File: config.mk
export PLATFORM = sky130hd
export DESIGN_NAME = fpaddsub_arbiter
export DESIGN_NICKNAME = d
export VERILOG_FILES = /design/src/rtl/fpaddsub_arbiter.sv
export SDC_FILE = /design/constraint.sdc
export NUM_CORES = 1
export LEC_CHECK = 0
export CORE_AREA = 2 2 159 161
export DETAILED_ROUTE_END_ITERATION = 10
export DIE_AREA = 0 0 161 163
export GPL_ROUTABILITY_DRIVEN = 0
export GPL_TIMING_DRIVEN = 0
export PLACE_DENSITY = 0.95
export SETUP_SLACK_MARGIN = 0.02
export SYNTH_ARGS = -nofsm -noshare
export SYNTH_HDL_FRONTEND = slang
export SYNTH_SLANG_ARGS = --single-unit
File: constraint.sdc
create_clock -name clk -period 14.3 [get_ports clk]
set_clock_uncertainty 0.05 [all_clocks]
set_input_delay 4.29 -clock clk [delete_from_list [all_inputs] [get_ports clk]]
set_output_delay 4.29 -clock clk [all_outputs]
set_load 0.005 [all_outputs]
File: src/rtl/fpaddsub_arbiter.sv
// Round-robin front end sharing one pipelined FP add/sub unit among NREQ requesters.
// A tag pipeline tracks the owner of each issued operation and routes the result back.
module fpaddsub_arbiter #(
   parameter int NREQ = 4,
   parameter int LAT  = 3
) (
   input  logic                 clk,
   input  logic                 rst,
   input  logic [NREQ-1:0]      req_valid,
   output logic [NREQ-1:0]      req_ready,
   input  logic [NREQ*32-1:0]   req_a,
   input  logic [NREQ*32-1:0]   req_b,
   input  logic [NREQ-1:0]      req_op,
   input  logic                 hold,
   output logic [31:0]          fpu_a,
   output logic [31:0]          fpu_b,
   output logic                 fpu_op,
   input  logic [31:0]          fpu_result,
   input  logic [4:0]           fpu_flags,
   output logic [NREQ-1:0]      rsp_valid,
   output logic [31:0]          rsp_result,
   output logic [4:0]           rsp_flags,
   output logic                 busy
);

   localparam int IDW = (NREQ > 1) ? $clog2(NREQ) : 1;

   logic [31:0]    a_arr [NREQ];
   logic [31:0]    b_arr [NREQ];
   logic [IDW-1:0] ptr;
   logic [IDW-1:0] ptr_nxt;
   logic [IDW-1:0] gnt_id;
   logic [IDW-1:0] idx;
   logic           gnt_found;
   logic           accept;
   logic [31:0]    sel_a;
   logic [31:0]    sel_b;
   logic           sel_op;
   logic [LAT:0]   tag_vld_p;
   logic [IDW-1:0] tag_id_p [0:LAT];

   for (genvar i = 0; i < NREQ; i++) begin : g_unpack
      assign a_arr[i] = req_a[32*i +: 32];
      assign b_arr[i] = req_b[32*i +: 32];
   end

   // Grant: first valid requester at or after ptr, wrapping modulo NREQ
   always_comb begin
      req_ready = '0;
      gnt_id    = '0;
      ptr_nxt   = ptr;
      gnt_found = 1'b0;
      idx       = '0;
      sel_a     = '0;
      sel_b     = '0;
      sel_op    = 1'b0;
      for (int k = 0; k < NREQ; k++) begin
         idx = IDW'((int'(ptr) + k) % NREQ);
         if (!gnt_found && req_valid[idx]) begin
            gnt_found      = 1'b1;
            req_ready[idx] = 1'b1;
            gnt_id         = idx;
            ptr_nxt        = IDW'((int'(idx) + 1) % NREQ);
            sel_a          = a_arr[idx];
            sel_b          = b_arr[idx];
            sel_op         = req_op[idx];
         end
      end
      if (rst || hold) begin
         req_ready = '0;
         gnt_found = 1'b0;
      end
   end

   assign accept = gnt_found;

   // Stage p0..pLAT: issue registers, tag valid shift and response capture
   always_ff @(posedge clk) begin
      if (rst) begin
         ptr        <= '0;
         tag_vld_p  <= '0;
         rsp_valid  <= '0;
         rsp_result <= '0;
         rsp_flags  <= '0;
         fpu_a      <= '0;
         fpu_b      <= '0;
         fpu_op     <= 1'b0;
      end else begin
         if (accept) begin
            ptr    <= ptr_nxt;
            fpu_a  <= sel_a;
            fpu_b  <= sel_b;
            fpu_op <= sel_op;
         end
         tag_vld_p[0] <= accept;
         for (int k = 1; k <= LAT; k++)
            tag_vld_p[k] <= tag_vld_p[k-1];
         rsp_valid <= '0;
         if (tag_vld_p[LAT]) begin
            rsp_valid[tag_id_p[LAT]] <= 1'b1;
            rsp_result               <= fpu_result;
            rsp_flags                <= fpu_flags;
         end
      end
   end

   // Owner ids only matter where the matching valid bit is set, so they carry no reset
   always_ff @(posedge clk) begin
      tag_id_p[0] <= gnt_id;
      for (int k = 1; k <= LAT; k++)
         tag_id_p[k] <= tag_id_p[k-1];
   end

   assign busy = |tag_vld_p;

endmodule
==> results by stage <==
Status:
- The flow ran to the end, and the final reports show no timing, DRC or antenna violations.

CTS:
- The clock sink count is 120.
- The root cell of the clock tree is clkbuf_16.
- The clock-pin slew of the registers on the worst-case setup and hold paths is 0.05 ns.
- In this run the deepest clock path goes through 2 buffers.
- The number of hold buffers added after CTS was 0.
- Once the clock tree was built, the setup fixing pass inserted 0 buffers.
- TritonCTS built the clock tree.
- The clock insertion delay at the later pin of the skew report is 0.42 ns.
- The number of buffers inserted during clock tree synthesis is 17.
- The count of H-tree levels built during CTS is 4.
- Post-CTS repair changed the size of 0 cells.

Detailed routing:
- The average wire per cell in the routed design is 28.4 um.
- For this run, the detailed router's first-pass iteration total came to 5.
- The starting DRC count in detailed routing is 1660.
- The total via count in the routed design is 13170.
- The final routed DRC violation total is 0.
- Dividing the detail-routed via count by the number of cells gives 7.42.
- The routed design has 50.5 mm of wire.
- The count of nets left with antenna violations once routing finished came out at 0.

Floorplan:
- The initial utilization of the core area, before any placement, comes to 50.0%.
- The count of pins on the block boundary is 415.
- The floorplan step defined a die boundary enclosing 26200 um2.
- The number of rows in the core area is 58.
- The total core area is 24700 um2.
- The die boundary width is 161 um.
- The height of the chip is 163 um.

Power:
- The power density over the cells is 117 nW/um2.
- In this run the static leakage power is 5.82 nW.
- The overall power is 2.05 mW.
- IR analysis of the VDD net gives a maximum drop of 0.0000797 V.

Synth:
- The synthesized cell area is 12300 um2.
- The share of synthesized flip-flops with an asynchronous set or reset is 0%.
- The number of nets produced by synthesis is 1307.
- Synthesis handed over a netlist of 997 instances.
- The unique cell type count in the Yosys netlist is 45.
- The flip-flop and latch count after synthesis is 120.
- The number of flops mapped to enable cells by yosys is 0.
- The synthesis warning total is 0.
- The post-synthesis sequential area ratio is 19.5%.
- The most used flip-flop cell after synthesis is dfxtp_1.
- The average cell area after synthesis is 12.4 um2.

Critical path:
- In this run the worst path has a maximum fanout of 10.
- STA puts the critical path data required time at 9.96 ns.
- Data arrives at the worst endpoint at 7.36 ns.
- STA classifies the critical path startpoint as a primary input.
- The worst setup path category is in -> out.
- The kind of end point of the critical path is an output port.

Timing:
- Setup repair after global routing left no endpoint under its margin.
- The routed design could run at a clock period as short as 11.70 ns.
- The hold violation total from the final report came to 0.
- In the finished design, the share of the clock period the worst path needs comes to 81.8%.
- Summed over all failing endpoints, the final setup total negative slack is 0 ns.
- Headroom to the max-slew limit came out at 42.4%.
- The number of max-slew violations in the final report is 0.
- Static timing analysis puts the maximum clock frequency at 85.5 MHz.
- Setup violations remaining at the end of the flow were counted as 0.
- The slew at the pin with the worst max-slew slack is 0.864 ns.

Job:
- The count of maximum capacitance violations is 0.

Placed design:
- The half-perimeter wire length of the detailed placement result is 37.3 mm.
- The placed cell area is 16900 um2.
- During placement, the flow inserted port buffers numbering 413.

Global routing:
- The via count of the first global-routing pass is 13203.
- The largest net degree at the start of global routing is 17.
- The first global-routing pass estimated 76.6 mm of wire.
- The final global-route overflow total is 0.
- Global routing used 38.1% of the available tracks across all layers.
- The initial antenna violation count is 2.

Layout:
- The area overhead of the layout relative to synthesis is 41.8%.
- The final non-filler cell area is 17500 um2.
- The layout net count is 1739.
- Of the cells placed in the final design, the portion with a size suffix greater than 1 is 27.1%.

Min path:
- The worst min-delay path category is reg -> reg.
-- metal layers --
metal | routed length, um | vias up | share of wire [%] | GRT usage [%]
met4 | 3060 | 2 | 6.1 | 19.2
met1 | 16400 | 6365 | 32 | 45.0
met2 | 24700 | 1367 | 49 | 64.4
met3 | 6320 | 277 | 13 | 10.3
met5 | 11 | - | 0.022 | 0
li1 | - | 5159 | - | -
-- worst paths after layout --
path | start | cells past startpoint | slack (ns) | endpoint
worst min-delay path | tag_id_p[2][0] | 0 | 0.28 | tag_id_p[3][0]
worst max register to register | ptr[0] | 15 | 9.68 | fpu_a[4]
worst max-delay path | req_valid[1] | 9 | 2.60 | req_ready[2]
worst min register to register | tag_id_p[2][0] | 0 | 0.28 | tag_id_p[3][0]
-- cell type report --
cell class | count | area (um2)
Clock inverter | 14 | 160
Clock buffer | 18 | 439
Inverter | 5 | 18.8
Fill cell | 1662 | 7180
Timing Repair Buffer | 413 | 4130
Sequential cell | 120 | 2400
Tap cell | 330 | 413
Buffer | 132 | 669
Multi-Input combinational cell | 740 | 9250
Antenna cell | 4 | 10.0
-- cell families after synthesis --
group | Yosys count | share of synthesized area [%]
mux | 306 | 51.6
compound gates | 226 | 15.8
simple gates | 202 | 6.94
buf+inv | 137 | 5.58
flops | 120 | 19.5
fa+ha+maj | 6 | 0.608
-- cell usage after synthesis, drive strengths merged (2+ instances only) --
cell type / count / area, um2
buf: 86 / 497
a211oi: 65 / 523
mux2: 3 / 33.8
o221ai: 2 / 17.5
inv: 5 / 18.8
a21oi: 8 / 40.0
ha: 6 / 75.1
mux4: 264 / 5950
nand2b: 2 / 12.5
o21ai: 9 / 45.0
nor2: 50 / 214
o2bb2ai: 63 / 552
nor3: 15 / 80.1
mux2i: 39 / 394
clkbuf: 46 / 173
a221oi: 4 / 35.0
a2bb2oi: 2 / 17.5
nor2b: 5 / 38.8
dfxtp: 120 / 2400
and3: 2 / 12.5
a221o: 66 / 661
nand2: 122 / 458
-- sequential cells by signal, summed over array words and instances (netlist names) --
name	count
fpu_op	1
rsp_flags	5
rsp_result	32
fpu_b	32
tag_id_p	8
tag_vld_p	4
rsp_valid	4
ptr	2
fpu_a	32
-- critical path, cell delays in order --
cell,delay [ns]
clkdlybuf4s50_1,0.54
mux4_2,0.53
buf_6,0.17
buf_2,0.20
nand2b_1,0.21
nor3_2,0.43
nand2_1,0.10
a21oi_1,0.23
clkdlybuf4s50_1,0.65
-- power by group --
group / switching (mW) / total, mW / internal [mW]
clock: 0.195 / 0.461 / 0.266
sequential: 0.0401 / 0.427 / 0.387
combinational: 0.555 / 1.16 / 0.608
total: 0.790 / 2.05 / 1.26
-- metrics by stage --
stage | hold slack (ns) | utilization, % | cells | worst slack (ns)
2_1_floorplan | 0.260 | - | 997 | 4.08
3_3_place_gp | 0.262 | 68.4 | 1740 | 2.72
3_5_place_dp | 0.265 | 68.4 | 1740 | 2.69
4_1_cts | 0.278 | 70.9 | 1772 | 2.66
5_1_grt | 0.284 | 70.9 | 1773 | 2.50
6_report | 0.284 | 70.9 | 1776 | 2.60
-- cell usage in the layout, fill, tap and decap left out, types with 2 or more instances in the layout --
cell type        instances
clkdlybuf4s50_1        413
mux4_2                 264
nand2_1                122
dfxtp_1                120
a221o_1                 66
buf_2                   64
o2bb2ai_1               63
a211oi_1                58
nor2_1                  47
clkbuf_1                46
mux2i_1                 38
clkbuf_16               17
nor3_1                  14
buf_6                   11
o21ai_0                  9
buf_1                    8
a21oi_1                  8
a211oi_2                 7
ha_1                     6
inv_6                    6
inv_1                    5
diode_2                  4
a221oi_1                 4
nor2b_1                  4
buf_4                    3
mux2_2                   3
clkinvlp_4               3
nand2b_1                 2
o221ai_1                 2
a2bb2oi_1                2
and3_1                   2
bufinv_16                2
(Power assumes the default switching activity.)
